$ cat src/rtl/mux4_rr_arbiter.sv
// mux4to1: N-bit 4:1 data selector shared by the arbiter datapath.
// Latency: purely combinational, zero cycles.
// Backpressure: none; the select is owned by the caller.
// Ports: A..D data in (index 0..3), S select, Y selected word.
module mux4to1 #(
  parameter int N = 32
) (
  input  logic [N-1:0] A,
  input  logic [N-1:0] B,
  input  logic [N-1:0] C,
  input  logic [N-1:0] D,
  input  logic [1:0]   S,
  output logic [N-1:0] Y
);

  always_comb begin
    Y = A;
    unique case (S)
      2'd0: Y = A;
      2'd1: Y = B;
      2'd2: Y = C;
      2'd3: Y = D;
      default: Y = A;
    endcase
  end

endmodule

// mux4_rr_arbiter: round-robin grant of four valid/ready requesters onto one
//   registered output word through a shared 4:1 mux.
// Latency: word accepted in cycle t is on Y with out_valid in cycle t+1.
// Backpressure: ready is held low while Y is full and not draining.
// Ports: clk, rst_n (sync, active-low); A..D + valid[3:0] in, ready[3:0] out;
//   Y, S, out_valid out with out_ready in.
module mux4_rr_arbiter #(
  parameter int N = 32
) (
  input  logic         clk,
  input  logic         rst_n,
  input  logic [N-1:0] A,
  input  logic [N-1:0] B,
  input  logic [N-1:0] C,
  input  logic [N-1:0] D,
  input  logic [3:0]   valid,
  output logic [3:0]   ready,
  output logic [N-1:0] Y,
  output logic         out_valid,
  input  logic         out_ready,
  output logic [1:0]   S
);

  logic [1:0]   ptr_q, ptr_d;
  logic [N-1:0] y_q, y_d;
  logic [1:0]   s_q, s_d;
  logic         out_valid_q, out_valid_d;

  logic [1:0]   pick;
  logic [N-1:0] mux_y;
  logic         load;

  // Search ptr+1, ptr+2, ptr+3, ptr. Walking the offsets from farthest to
  // nearest lets the nearest valid requester overwrite earlier candidates,
  // so no found-flag is needed. Offset 4 truncates to 0, i.e. ptr itself.
  always_comb begin
    logic [1:0] idx;
    pick = ptr_q;
    idx  = ptr_q;
    for (int k = 4; k >= 1; k--) begin
      idx = ptr_q + k[1:0];
      if (valid[idx]) begin
        pick = idx;
      end
    end
  end

  mux4to1 #(.N(N)) u_mux (
    .A (A),
    .B (B),
    .C (C),
    .D (D),
    .S (pick),
    .Y (mux_y)
  );

  // rst_n is folded in so no requester sees a handshake during reset.
  assign load = (!out_valid_q || out_ready) && (valid != 4'b0000) && rst_n;

  always_comb begin
    ready = 4'b0000;
    if (load) begin
      ready[pick] = 1'b1;
    end
  end

  always_comb begin
    ptr_d       = ptr_q;
    y_d         = y_q;
    s_d         = s_q;
    out_valid_d = out_valid_q;
    if (load) begin
      ptr_d       = pick;
      y_d         = mux_y;
      s_d         = pick;
      out_valid_d = 1'b1;
    end else if (out_valid_q && out_ready) begin
      out_valid_d = 1'b0;
    end
  end

  // ptr resets to 3 so the first search starts at A.
  always_ff @(posedge clk) begin
    if (!rst_n) begin
      ptr_q       <= 2'd3;
      y_q         <= '0;
      s_q         <= 2'd0;
      out_valid_q <= 1'b0;
    end else begin
      ptr_q       <= ptr_d;
      y_q         <= y_d;
      s_q         <= s_d;
      out_valid_q <= out_valid_d;
    end
  end

  assign Y         = y_q;
  assign S         = s_q;
  assign out_valid = out_valid_q;

endmodule

$ cat config.mk
export PLATFORM = sky130hd
export DESIGN_NAME = mux4_rr_arbiter
export DESIGN_NICKNAME = d
export VERILOG_FILES = /design/src/rtl/mux4_rr_arbiter.sv
export SDC_FILE = /design/constraint.sdc
export NUM_CORES = 1
export LEC_CHECK = 0
export CORE_ASPECT_RATIO = 1.2
export CORE_MARGIN = 3
export CORE_UTILIZATION = 37
export CTS_BUF_LIST = sky130_fd_sc_hd__clkbuf_4 sky130_fd_sc_hd__clkbuf_8 sky130_fd_sc_hd__clkbuf_16
export DETAILED_ROUTE_END_ITERATION = 6
export MAX_ROUTING_LAYER = met4
export PLACE_DENSITY = 0.88
export SYNTH_ARGS = -nofsm -noshare
export SYNTH_HDL_FRONTEND = slang
export SYNTH_HIERARCHICAL = 1
export SYNTH_SLANG_ARGS = --single-unit
$ cat constraint.sdc
create_clock -name clk -period 4 [get_ports clk]
set_input_delay 0.8 -clock clk [delete_from_list [all_inputs] [get_ports clk]]
set_output_delay 0.8 -clock clk [all_outputs]
set_load 0.1 [all_outputs]
Yosys cells after proc, flatten, opt, wreduce, memory -nomap -nowiden
Cells that the tools add are included.

word-level totals
  bits in registers = 37
  input bits = 135
  output and inout port bits = 39

operators by class
  reduce and logical (&&, ||, !) cells = 9
  multiplexer cells = 15
  order comparisons = 5
  add/subtract/negate cells = 3
  equality and inequality tests = 3

operators by type and width
  kind                                                                                  count
  32-bit one-hot mux with 4 select lines                                                1
  2-bit by 3-bit < comparator with 1-bit output (second input constant)                 4
  1-bit binary-select mux with 2-bit select                                             3
  1-bit two-way mux                                                                     6
  2-bit two-way mux                                                                     3
  2-bit adder (second input constant)                                                   2
  2-bit equality test (second input constant)                                           2
  1-bit logical AND                                                                     4
  4-bit two-way mux                                                                     1
  4-bit nonzero test                                                                    1
  2-bit by 1-bit adder with 2-bit output (second input constant)                        1
  1-bit demux with 2-bit select                                                         1
  2-bit by 1-bit equality test with 1-bit output (second input constant)                1
  2-bit by 1-bit greater-or-equal comparator with 1-bit output (second input constant)  1
  2-bit logical NOT                                                                     1
  2-bit nonzero test                                                                    1
  1-bit logical NOT                                                                     1
  1-bit logical OR                                                                      1

Logic depth before layout (Yosys ltp)
  depth in word-level cells = 11
  gate-level depth with buffers = 9
  mapped depth without buffers = 7

Modules after synthesis
The synthesis kept the hierarchy.

by module, submodules not included
  module           seq. area each (um^2)  cells an instance  times used  area each (um^2)
  mux4_rr_arbiter  740.7                  177                1           1,441.4
  mux4to1          0.0                    39                 1           814.5

Worst setup path after synthesis
No wires, ideal clock.

  kind = input to output
  start point = input valid[3]
  end point = output ready[0]
  arrival time = 3,549 ps
  path slack = -349 ps
  cell stages on the path = 5
  data required time = 3,200 ps
  cells stage by stage = nor2b_2 -> o21a_1 -> a211oi_2 -> inv_1 -> nor3_1

on the way
  word-level cells in the longest chain between the ends = 10
  elaborated cells between the ends (all ways) = 18
  those cells by class = 2 x order compare; 12 x mux; 4 x reduce/logical

ends and longest elaborated chain
  item                                                                                                                                                 line  RTL
  start: declaration                                                                                                                                   44    input logic [3:0] valid,
  1-bit binary-select mux with 2-bit select                                                                                                            70    if (valid[idx]) begin
  1-bit two-way mux (implied by the code)                                                                                                              70
  2-bit two-way mux (2 in a row)                                                                                                                       70
  2-bit two-way mux *                                                                                                                                  70
  named net pick[0]                                                                                                                                    57    logic [1:0] pick;
  2-bit by 3-bit < comparator with 1-bit output (implied by the code) or 2-bit by 1-bit greater-or-equal comparator with 1-bit output (tied branches)  91    ready[pick] = 1'b1;
  1-bit logical AND (implied by the code)                                                                                                              91
  1-bit two-way mux (implied by the code)                                                                                                              91
  1-bit demux with 2-bit select *                                                                                                                      91
  4-bit two-way mux *                                                                                                                                  90    if (load) begin
  end: declaration                                                                                                                                     45    output logic [3:0] ready,

The timed path passes the listed nets; every way through them passes the cells marked *. The select of a mux whose other input is x is not followed.

Worst setup path after layout
  start point = input valid[3]
  end point = output ready[2]

on the way
  word-level cells in the longest chain between the ends = 10
  elaborated cells between the ends (all ways) = 18
  those cells by class = 2 x order compare; 12 x mux; 4 x reduce/logical

ends and longest elaborated chain
  item                                                                                                                                                 line
  1-bit binary-select mux with 2-bit select                                                                                                            70
  1-bit two-way mux (implied by the code)                                                                                                              70
  2-bit two-way mux (3 in a row)                                                                                                                       70
  2-bit by 3-bit < comparator with 1-bit output (implied by the code) or 2-bit by 1-bit greater-or-equal comparator with 1-bit output (tied branches)  91
  1-bit logical AND (implied by the code)                                                                                                              91
  1-bit two-way mux (implied by the code)                                                                                                              91
  1-bit demux with 2-bit select                                                                                                                        91
  4-bit two-way mux *                                                                                                                                  90

Every way passes the cells marked *; elsewhere a longest branch is shown, timed or not. The select of a mux whose other input is x is not followed.

==> out/qor.txt <==
outcome -> complete, no violations
Setup Fix Bufs, Post-CTS -> 0
top cells by area, synth -> dfxtp_1 33%, mux4_2 30%, nand2_1 11%, nand3_1 7.5%, buf_6 4.0%
vias post-DR -> 2377
Worst Tran Pin Value -> 1020 ps
PD cells -> 471 mW/mm²
grt total ovfl -> 0
share of cells above drive strength 1 -> 14.8%
Die Span Y -> 91.5 µm
Top delay family on crit path -> simple AND/OR/NAND/NOR gates
Clock transition at path regs -> 70 ps
Layout fillers -> 479
DP Area -> 0.00401 mm²
RSZ-0062 raised after global routing -> no
Layout area overhead -> 83.1%
Final Util -> 71.5%
DR pass1 iterations -> 4
PostCTS Resize Cnt -> 0
Max-slew headroom -> 31.5%
Post-synth ARST share -> 0%
maximum clock frequency -> 0.294 GHz
CTS sink cnt -> 37
period utilisation layout -> 85.0%
CTS tree -> built
vias in the first global route -> 2664
Die W -> 77.3 µm
vias per inst -> 5.12
DRT iter0 DRCs -> 104
Routed Antenna Nets -> 0
Finished Cell Area -> 0.00413 mm²
fin. max-slew vios -> 0
n_diodes -> 0
Synth top area share -> 32.8%
Residual DRC -> 0
syn_nets -> 351
CP Launch Type -> input port
CTS Root Cell -> clkbuf_8
nets@finish -> 518
Final Skew -> 6.07 ps
Crit Path Category -> input port to output port
GR Layer Usage met1 -> 22.4%
Mapped Cells -> 216
Post-synth EDFFs -> 0
Worst setup EP type -> output port
number of port buffers -> 173
first-pass GRT wire length -> 12400 µm
max incr delay on CP -> 570 ps
CTS Buf Count -> 5
initial antenna violation count -> 0
Synth Flop Type -> dfxtp_1
Post-DP HPWL -> 6420 µm
sequential area share after synthesis -> 32.8%
Final min period -> 3400 ps
Worst Hold Class -> flip-flop to flip-flop
Worst Path Arrival -> 2600 ps
Post-CTS Hold Buffers -> 0
Total GRT Usage -> 22.8%
row count -> 30
Fin. Hold Viols -> 0
Distinct cells, synth -> 28
Final TNS setup -> 0 ps
Crit-path slowest cell -> or4_4
Post-synth top cells -> 64 x nand2_1, 37 x dfxtp_1, 34 x nand3_1
MaxCap Viol Count -> 0
IO Pins -> 174
Seq. cell area -> 741 µm²
VDD IR-drop max -> 0.000352 V
CTS Buffer Depth -> 2
CP Data Required Time -> 3200 ps
YS warnings -> 6
register bit total from synthesis -> 37
syn_area_per_cell -> 10.4 µm²
Tot Pwr -> 1950 µW
CP Buf/Inv Count -> 2
largest net degree at the start of global routing -> 39
H-tree level count -> 2
core area -> 0.00578 mm²
Leakage Power -> 0.00165 µW
Initial Util -> 39.0%
DR WL/cell -> 16.9 µm
worst-path maximum fanout -> 38
Skew-Pair Late Insertion Delay -> 280 ps
met3 Use GR -> 5.56%
Multi-input gate area -> 0.00135 mm²
crit-path cells -> clkdlybuf4s50_1 -> or4_4 -> and3_4 -> and3_1 -> buf_12
Synth area leader -> dfxtp_1
# setup viols final -> 0
Total Routed Length -> 7820 µm
placer congestion estimate -> 0.775
GR Layer Usage met2 -> 42.7%
cell area after synthesis -> 0.00226 mm²
die area -> 0.00707 mm²
GR peak layer -> met2
most common cell in the netlist -> nand2_1
[registers in the layout, indices dropped and copies added, names as in the netlist]
register,count
S,2
Y,32
out_valid,1
ptr_q,2
[cell type report]
type	instances	share of cell area, %
clock inverters	1	0.727
multi-input cells	158	32.6
clock buffers	7	2.18
well taps	80	2.42
repair buffers	179	44.0
flip-flops and latches	37	17.9
inverters	2	0.182
[per-layer routing]
| metal | part of all wire [%] | vias to the layer above |
|---|---|---|
| met1 | 34 | 1119 |
| met5 | 0 | - |
| met4 | 3.1 | 0 |
| met2 | 56 | 119 |
| met3 | 7.2 | 23 |
| li1 | - | 1116 |
[power breakdown]
part	leakage, µW	total, µW	switching (µW)	internal, µW
Clock	0.0000619	337	127	210
Combinational	0.00128	1130	719	415
Sequential	0.000308	476	38.3	437
Total	0.00165	1950	885	1060
[metrics by stage]
step	hold WS (ps)	setup slack [ps]	cells
floorplan	549	476	216
global placement	440	631	456
detailed placement	444	603	456
CTS	460	599	464
global route	484	530	464
finish	457	602	464
[kinds of logic (layout without fill, tap and decap cells)]
kind of cell / count (synthesis) / in the layout / share of synthesized area (%)
simple gates: 115 / 115 / 23.0
buf+inv: 21 / 189 / 8.71
compound gates: 11 / 11 / 3.16
mux: 32 / 32 / 32.3
flops: 37 / 37 / 32.8
[placed cells by master (no fill, tap or decap), types with 3 or more instances in the layout]
master and n:
o21ai_0 3, mux4_2 30, clkbuf_8 6, buf_12 4, clkdlybuf4s50_1 169, buf_4 6, nor2_1 3, dfxtp_1 37
and3_1 3, nand3_1 33, nand2_1 64
[worst reg2reg max path: cells and delay by family (launching register included)]
| family | cells | cell delay, ps |
|---|---|---|
| multiplexers | 1 | 490 |
| AO/OA/AOI/OAI | 2 | 460 |
| flip-flops | 1 | 400 |
| buffers and inverters | 2 | 370 |
| AND/OR/NAND/NOR | 3 | 270 |
[path summary, 6_finish.rpt]
path,cells after the start,from,endpoint,slack [ps]
worst max register to register,8,ptr_q[0],Y[5],1900
worst min register to register,2,Y[6],Y[6],460
worst min-delay path,2,Y[6],Y[6],460
worst max-delay path,5,valid[3],ready[2],600
Note: power is estimated with default switching activity, not from simulation.
